--- config.mk ---
export PLATFORM = sky130hd
export DESIGN_NAME = stream_mux_rr
export DESIGN_NICKNAME = d
export VERILOG_FILES = /design/src/rtl/stream_mux_rr.sv
export SDC_FILE = /design/constraint.sdc
export NUM_CORES = 1
export LEC_CHECK = 0
export ABC_AREA = 1
export CELL_PAD_IN_SITES_DETAIL_PLACEMENT = 2
export CELL_PAD_IN_SITES_GLOBAL_PLACEMENT = 2
export CORE_MARGIN = 5
export CORE_UTILIZATION = 23
export DETAILED_ROUTE_END_ITERATION = 10
export PLACE_DENSITY = 0.87
export SLEW_MARGIN = 30
export SYNTH_ARGS = -nofsm -noshare
export SYNTH_HDL_FRONTEND = slang
export SYNTH_SLANG_ARGS = --single-unit
--- constraint.sdc ---
create_clock -name clk -period 3.3 [get_ports clk]
set_clock_uncertainty 0.1 [all_clocks]
set_input_delay 0.66 -clock clk [delete_from_list [all_inputs] [get_ports clk]]
set_output_delay 0.66 -clock clk [all_outputs]
set_load 0.01 [all_outputs]
--- src/rtl/stream_mux_rr.sv ---
// stream_mux_rr: N-channel valid/ready stream multiplexer with a built-in
// round-robin or fixed-priority arbiter, packet lock on in_last and a single
// registered output stage that sustains one beat per cycle.
module stream_mux_rr #(
    parameter int WIDTH     = 8,
    parameter int N         = 4,
    parameter int SELW      = 2,
    parameter int FIXED_PRI = 0
) (
    input  logic               clk,
    input  logic               rst_n,
    input  logic [N-1:0]       in_valid,
    input  logic [N*WIDTH-1:0] in_data,
    input  logic [N-1:0]       in_last,
    output logic [N-1:0]       in_ready,
    output logic               out_valid,
    output logic [WIDTH-1:0]   out_data,
    output logic               out_last,
    output logic [SELW-1:0]    out_sel,
    input  logic               out_ready
);

    typedef enum logic {IDLE, LOCKED} state_t;

    state_t           state_q, state_d;
    logic [SELW-1:0]  grant_q, grant_d;
    logic [SELW-1:0]  rr_ptr_q, rr_ptr_d;
    logic             out_valid_q, out_valid_d;
    logic [WIDTH-1:0] out_data_q, out_data_d;
    logic             out_last_q, out_last_d;
    logic [SELW-1:0]  out_sel_q, out_sel_d;

    logic [WIDTH-1:0] ch_data [N];
    logic [SELW-1:0]  pick;
    logic             pick_found;
    logic [SELW:0]    rot_idx;
    logic [SELW-1:0]  cand;
    logic [SELW-1:0]  sel;
    logic             sel_valid;
    logic             space;
    logic             accept;
    logic [N-1:0]     ready_vec;

    for (genvar g = 0; g < N; g++) begin : g_unpack
        assign ch_data[g] = in_data[g*WIDTH +: WIDTH];
    end

    // Arbiter: first valid channel from rr_ptr upward (wrapping), or lowest index in fixed mode.
    always_comb begin
        pick       = '0;
        pick_found = 1'b0;
        rot_idx    = '0;
        cand       = '0;
        for (int k = 0; k < N; k++) begin
            if (FIXED_PRI != 0) begin
                cand = SELW'(k);
            end else begin
                rot_idx = {1'b0, rr_ptr_q} + (SELW+1)'(k);
                if (rot_idx >= (SELW+1)'(N)) begin
                    rot_idx = rot_idx - (SELW+1)'(N);
                end
                cand = rot_idx[SELW-1:0];
            end
            if (!pick_found && in_valid[cand]) begin
                pick       = cand;
                pick_found = 1'b1;
            end
        end
    end

    // Handshake: the locked channel owns the output; otherwise the arbiter's pick does.
    always_comb begin
        space     = !out_valid_q || out_ready;
        sel       = (state_q == LOCKED) ? grant_q : pick;
        sel_valid = (state_q == LOCKED) ? in_valid[sel] : pick_found;
        ready_vec = '0;
        if (rst_n && space && ((state_q == LOCKED) || pick_found)) begin
            ready_vec[sel] = 1'b1;
        end
        accept = rst_n && space && sel_valid;
    end

    // Next state for packet lock, rr pointer and output register.
    always_comb begin
        state_d     = state_q;
        grant_d     = grant_q;
        rr_ptr_d    = rr_ptr_q;
        out_valid_d = out_valid_q;
        out_data_d  = out_data_q;
        out_last_d  = out_last_q;
        out_sel_d   = out_sel_q;
        if (accept) begin
            out_valid_d = 1'b1;
            out_data_d  = ch_data[sel];
            out_last_d  = in_last[sel];
            out_sel_d   = sel;
            if (in_last[sel]) begin
                // Packet complete: release the lock and move fairness past this channel.
                state_d = IDLE;
                if (FIXED_PRI == 0) begin
                    rr_ptr_d = (sel == SELW'(N-1)) ? '0 : sel + SELW'(1);
                end
            end else if (state_q == IDLE) begin
                state_d = LOCKED;
                grant_d = sel;
            end
        end else if (out_valid_q && out_ready) begin
            out_valid_d = 1'b0;
        end
    end

    // State and output registers; an asynchronous reset drops any packet in flight.
    always_ff @(posedge clk or negedge rst_n) begin
        if (!rst_n) begin
            state_q     <= IDLE;
            grant_q     <= '0;
            rr_ptr_q    <= '0;
            out_valid_q <= 1'b0;
            out_data_q  <= '0;
            out_last_q  <= 1'b0;
            out_sel_q   <= '0;
        end else begin
            state_q     <= state_d;
            grant_q     <= grant_d;
            rr_ptr_q    <= rr_ptr_d;
            out_valid_q <= out_valid_d;
            out_data_q  <= out_data_d;
            out_last_q  <= out_last_d;
            out_sel_q   <= out_sel_d;
        end
    end

    assign in_ready  = ready_vec;
    assign out_valid = out_valid_q;
    assign out_data  = out_data_q;
    assign out_last  = out_last_q;
    assign out_sel   = out_sel_q;

endmodule

Word level (Yosys, flattened, before mapping)
Index checks and enable logic that the tools add are counted.
{"block": "word_totals", "regBits": 17, "out_inout_bits": 16, "in_bits": 43, "word_cells": 83}
{"block": "op_classes", "order_cmp": 11, "mux": 36, "eq_ne": 1, "bitwise_logic": 3, "reduce_logical": 17, "n_addsub": 8}
{"op": "2-bit two-way mux", "count": 10}
{"op": "8-bit binary-select mux with 2-bit select", "count": 1}
{"op": "8-bit two-way mux", "count": 2}
{"op": "2-bit by 3-bit less-than comparator with 1-bit output, second input constant", "count": 5}
{"op": "1-bit two-way mux", "count": 15}
{"op": "1-bit binary-select mux with 2-bit select", "count": 6}
{"op": "3-bit greater-or-equal comparator, second input constant", "count": 4}
{"op": "1-bit logical AND", "count": 8}
{"op": "2-bit by 1-bit subtractor with 2-bit output, second input constant", "count": 4}
{"op": "2-bit by 2-bit adder with 3-bit output, second input constant", "count": 2}
{"op": "1-bit logical NOT", "count": 4}
{"op": "4-bit two-way mux", "count": 1}
{"op": "2-bit by 1-bit adder with 3-bit output, second input constant", "count": 1}
{"op": "2-bit by 3-bit greater-or-equal comparator with 1-bit output, second input constant", "count": 1}
{"op": "2-bit inverter with 3-bit output", "count": 1}
{"op": "3-bit AND reduction", "count": 1}
{"op": "2-bit by 1-bit adder with 2-bit output, second input constant", "count": 1}
{"op": "1-bit demux with 2-bit select", "count": 1}
{"op": "2-bit == test, second input constant", "count": 1}
{"op": "2-bit by 1-bit greater-or-equal comparator with 1-bit output, second input constant", "count": 1}
{"op": "1-bit logical OR", "count": 2}
{"op": "1-bit inverter", "count": 2}
{"op": "2-bit AND reduction", "count": 1}
{"op": "2-bit nonzero test", "count": 1}

Logic depth before layout (Yosys ltp)
{"block": "logic_depth", "ltp_word": 20, "depth_mapped": 18, "depth_no_buf": 18}

Least setup slack after synthesis
Ideal clock, no wire load.
{"block": "synth_timing", "kind": "input-to-output", "startpoint": "input port in_valid[1]", "endpoint": "output port in_ready[2]", "slack_ns": 0.550, "required_time_ns": 2.540, "path_buffers": 2, "arrival_ns": 1.990, "stages": 14, "cell_sequence": "inv_1 > nand2_2 > nand3_1 > nand2_1 > inv_2 > nand3_2 > nor2_2 > nor2_4 > nand2_4 > buf_4 > buf_6 > ha_1 > inv_1 > nor2_1"}
{"block": "synth_between", "elab_chain_cells": 18, "word_cells_on_any_way": 31, "classes_between": "2 x order compare; 20 x mux; 9 x reduce/logical"}
{"element": "start: declaration", "line": "12", "source": "input logic [N-1:0] in_valid,"}
{"element": "1-bit binary-select mux with 2-bit select", "line": "64", "source": "if (!pick_found && in_valid[cand]) begin"}
{"element": "1-bit two-way mux (implied by the code)", "line": "64"}
{"element": "1-bit two-way mux", "line": "64"}
{"element": "1-bit logical NOT", "line": "64"}
{"element": "1-bit logical AND", "line": "64"}
{"element": "1-bit two-way mux", "line": "64"}
{"element": "1-bit logical NOT", "line": "64"}
{"element": "1-bit logical AND", "line": "64"}
{"element": "[... 2 more ...]"}
{"element": "1-bit logical AND", "line": "64"}
{"element": "2-bit two-way mux", "line": "64"}
{"element": "2-bit two-way mux", "line": "74", "source": "sel = (state_q == LOCKED) ? grant_q : pick;"}
{"element": "2-bit by 3-bit less-than comparator with 1-bit output (implied by the code) or 2-bit by 1-bit greater-or-equal comparator with 1-bit output (tied branches)", "line": "78", "source": "ready_vec[sel] = 1'b1;"}
{"element": "1-bit logical AND (implied by the code)", "line": "78"}
{"element": "1-bit two-way mux (implied by the code)", "line": "78"}
{"element": "1-bit demux with 2-bit select", "line": "78"}
{"element": "4-bit two-way mux (*)", "line": "77", "source": "if (rst_n && space && ((state_q == LOCKED) || pick_found)) begin"}
{"element": "end: declaration", "line": "15", "source": "output logic [N-1:0] in_ready,"}
Every way passes the cells marked *; elsewhere a longest branch is shown, timed or not. The select of a mux whose other input is x is not followed.

Worst setup path after layout
{"block": "layout_timing", "startpoint": "input port in_valid[2]", "endpoint": "output port in_ready[0]"}
Same word-level chain as after synthesis.

==> impl_metrics.json <==
{
  "first_global_vias": 2030,
  "layout-drive-gt1-share_pct": 20.6,
  "fmax_mhz": 325,
  "fp.dieW_um": 88.8,
  "fin_nets": 349,
  "synth_fp_nets": 273,
  "met3_length_um": 538,
  "synthArstFlopShare_pct": 100,
  "finalWirelength_um": 6010,
  "cap_violations": 0,
  "hold_path_class": "register to register",
  "dieArea_mm2": 0.00788,
  "drt_drc_violations_left": 0,
  "synth_flop_cell": "dfrtp_1",
  "grt_use_total_pct": 16.4,
  "cpMaxStageDelayCell": "dlygate4sd2_1",
  "io_pins": 59,
  "final_cells": 376,
  "yosys_register_bits": 17,
  "path_cells": "dlygate4sd2_1, inv_1, nand2_1, nand3_2, nand2_2, nor2_4, nand3_1, nand2_1, inv_1, nand2_1, nand2_2, inv_2, ha_1, inv_1, nor2_2, buf_2",
  "path_clk_slew_ps": 70,
  "synth-edff-count": 0,
  "wl_met2_um": 3140,
  "max_stage_delay_ps": 260,
  "maxSlewHeadroom_pct": 80.2,
  "p_leak_uw": 0.00114,
  "die_y_um": 88.8,
  "cts-buffers-inserted": 3,
  "grt_pass1_wl_um": 9950,
  "fin_crit_ps": 3080,
  "syn_avg_cell_area_um2": 6.31,
  "clockBufferDepth": 2,
  "syn_inst": 226,
  "syn_area_mm2": 0.00143,
  "grt-ovfl-total": 0,
  "area.growth.synth_to_final_pct": 57.6,
  "yosysMostFrequentCell": "nand2_1",
  "utilization_pct": 37.5,
  "cp-end-kind": "output port",
  "synth_warnings": 0,
  "clkSinkCount": 17,
  "synth_common_cells": "89 x nand2_1, 22 x nor2_1, 21 x o21ai_0",
  "synth_top_cell_by_area": "dfrtp_1",
  "clk-insertion-delay-late_ps": 250,
  "drtIter0Drc": 49,
  "hold_slack_ps": 395,
  "port_buffers": 58,
  "rows": 28,
  "critical_path_class": "input pin to output port",
  "cts_htree_levels": 1,
  "crit_fanout": 5,
  "dp_cells": 370,
  "gp_congestion": 0.866,
  "hold_viol_final": 0,
  "peakVddDrop_v": 0.000362,
  "drv_slew": 0,
  "antenna_cells": 0,
  "antenna_left": 0,
  "core_mm2": 0.00599,
  "wire_per_inst_um": 16.0,
  "place_area_mm2": 0.00217,
  "tightest_slew_ps": 297,
  "vias": 1765,
  "cp.required_ps": 2540,
  "fin_area_mm2": 0.00225,
  "cp.arrival_ps": 2320,
  "cts_tree": "yes",
  "antenna_found_initial": 0,
  "status": "finished clean",
  "yosysSeqAreaShare_pct": 29.8,
  "yosys.area.top_type_share_pct": 29.8,
  "startpoint_type": "input pin",
  "crit_buf_inv": 6,
  "cts_root_buf": "clkbuf_8",
  "wl_met1_um": 2300,
  "fin_crit_sh_pct": 93.2,
  "synth.distinct_cells": 19,
  "dpl.hpwl_um": 4920,
  "initial_utilization_pct": 23.8,
  "rsz0062_at_grt": "no",
  "viasPerCell": 4.69,
  "p_per_area_mw_per_mm2": 974,
  "firstDrtPassIters": 4,
  "routed.top_layer": "met4",
  "netlist_top_cells_area": "dfrtp_1 30%, nand2_1 23%, o21ai_0 7.4%",
  "crit_family": "simple AND/OR/NAND/NOR gates",
  "grt_max_degree": 18,
  "finalSetupViolCount": 0
}
-- power by group --
group	leakage, µW	switching, µW	internal [µW]
clock network	0.0000255	73.9	83.8
registers	0.000212	70.1	308
logic	0.000902	998	656
total	0.00114	1140	1050
-- logic make-up (layout without fill, tap and decap cells) --
group	after synthesis	count (layout)	synth area share [%]
simple gates	144	144	44.6
buf+inv	31	106	10.9
compound gates	30	30	11.2
flops	17	17	29.8
fa+ha+maj	4	4	3.51
-- through the flow --
stage	setup slack (ps)	TNS, ps	total power (µW)
2_1_floorplan	550	0	1370
3_3_place_gp	-304	-1160	1940
3_5_place_dp	-446	-1530	2020
4_1_cts	12.5	0	2210
5_1_grt	68.0	0	2440
6_report	225	0	2190
-- placed cells by master, fill, tap and decap left out --
cell             instances
nand2_1                 84
clkdlybuf4s50_1         50
nor2_1                  21
o21ai_0                 21
buf_4                   21
dfrtp_1                 17
inv_1                   15
nand3_1                 14
nand2_2                 13
inv_2                    8
o22ai_1                  8
nand3_2                  5
ha_1                     4
nor2_2                   3
clkbuf_8                 3
buf_2                    3
nor2_4                   2
dlymetal6s2s_1           2
dlygate4sd2_1            2
nand2_4                  1
nand3_4                  1
a21oi_1                  1
clkinv_2                 1
clkbuf_2                 1
-- timing repair --
item	4_1_cts	5_1_grt
pin swaps	2	4
setup endpoints to repair	4	4
buffers inserted	1	1
gates resized for setup	19	11
hold buffers	0	0
-- final timing paths --
| check | from | end | slack [ps] | cells past startpoint |
|---|---|---|---|---|
| worst max-delay path | in_valid[2] | in_ready[0] | 220 | 16 |
| worst max register to register | rr_ptr_q[1] | rr_ptr_q[1] | 720 | 19 |
| min in group asynchronous | rst_n | out_data[0] | 690 | 2 |
| worst min register to register | out_sel[1] | out_sel[1] | 400 | 2 |
| max in group asynchronous | rst_n | out_data[5] | 2210 | 2 |
| worst min-delay path | out_sel[1] | out_sel[1] | 400 | 2 |
-- routing by layer --
layer  global-route usage [%]  vias to the layer above
li1                         -                      860
met1                     17.9                      848
met2                     30.5                       52
met3                     6.42                        5
met4                     2.20                        0
met5                        0                        -
-- worst register-to-register path: stages (launching register included) --
cell,delay [ps]
dfrtp_1,510
inv_2,110
nand2_1,90
nand2_2,60
nand2_1,100
nand2_1,90
nor2_4,110
nand3_1,70
nand3_1,80
nand2_1,70
nand2_2,120
inv_2,60
buf_4,130
buf_4,130
nand2_2,80
nand3_4,80
inv_2,190
nand2_1,150
nand2_1,80
nand2_1,50
-- cell type report --
type / instances / area [µm²]
inverter: 23 / 86.3
clock buffer: 3 / 41.3
clock inverter: 1 / 5.00
sequential: 17 / 425
timing repair buffer: 79 / 721
fill: 727 / 3740
multi-input combinational: 178 / 876
tap: 75 / 93.8
-- sequential cells by signal (all words and copies together) (netlist names) --
name       flops
out_sel        2
out_last       1
out_valid      1
grant_q        2
rr_ptr_q       2
out_data       8
state_q        1
Power figures use the tool's default switching activity.
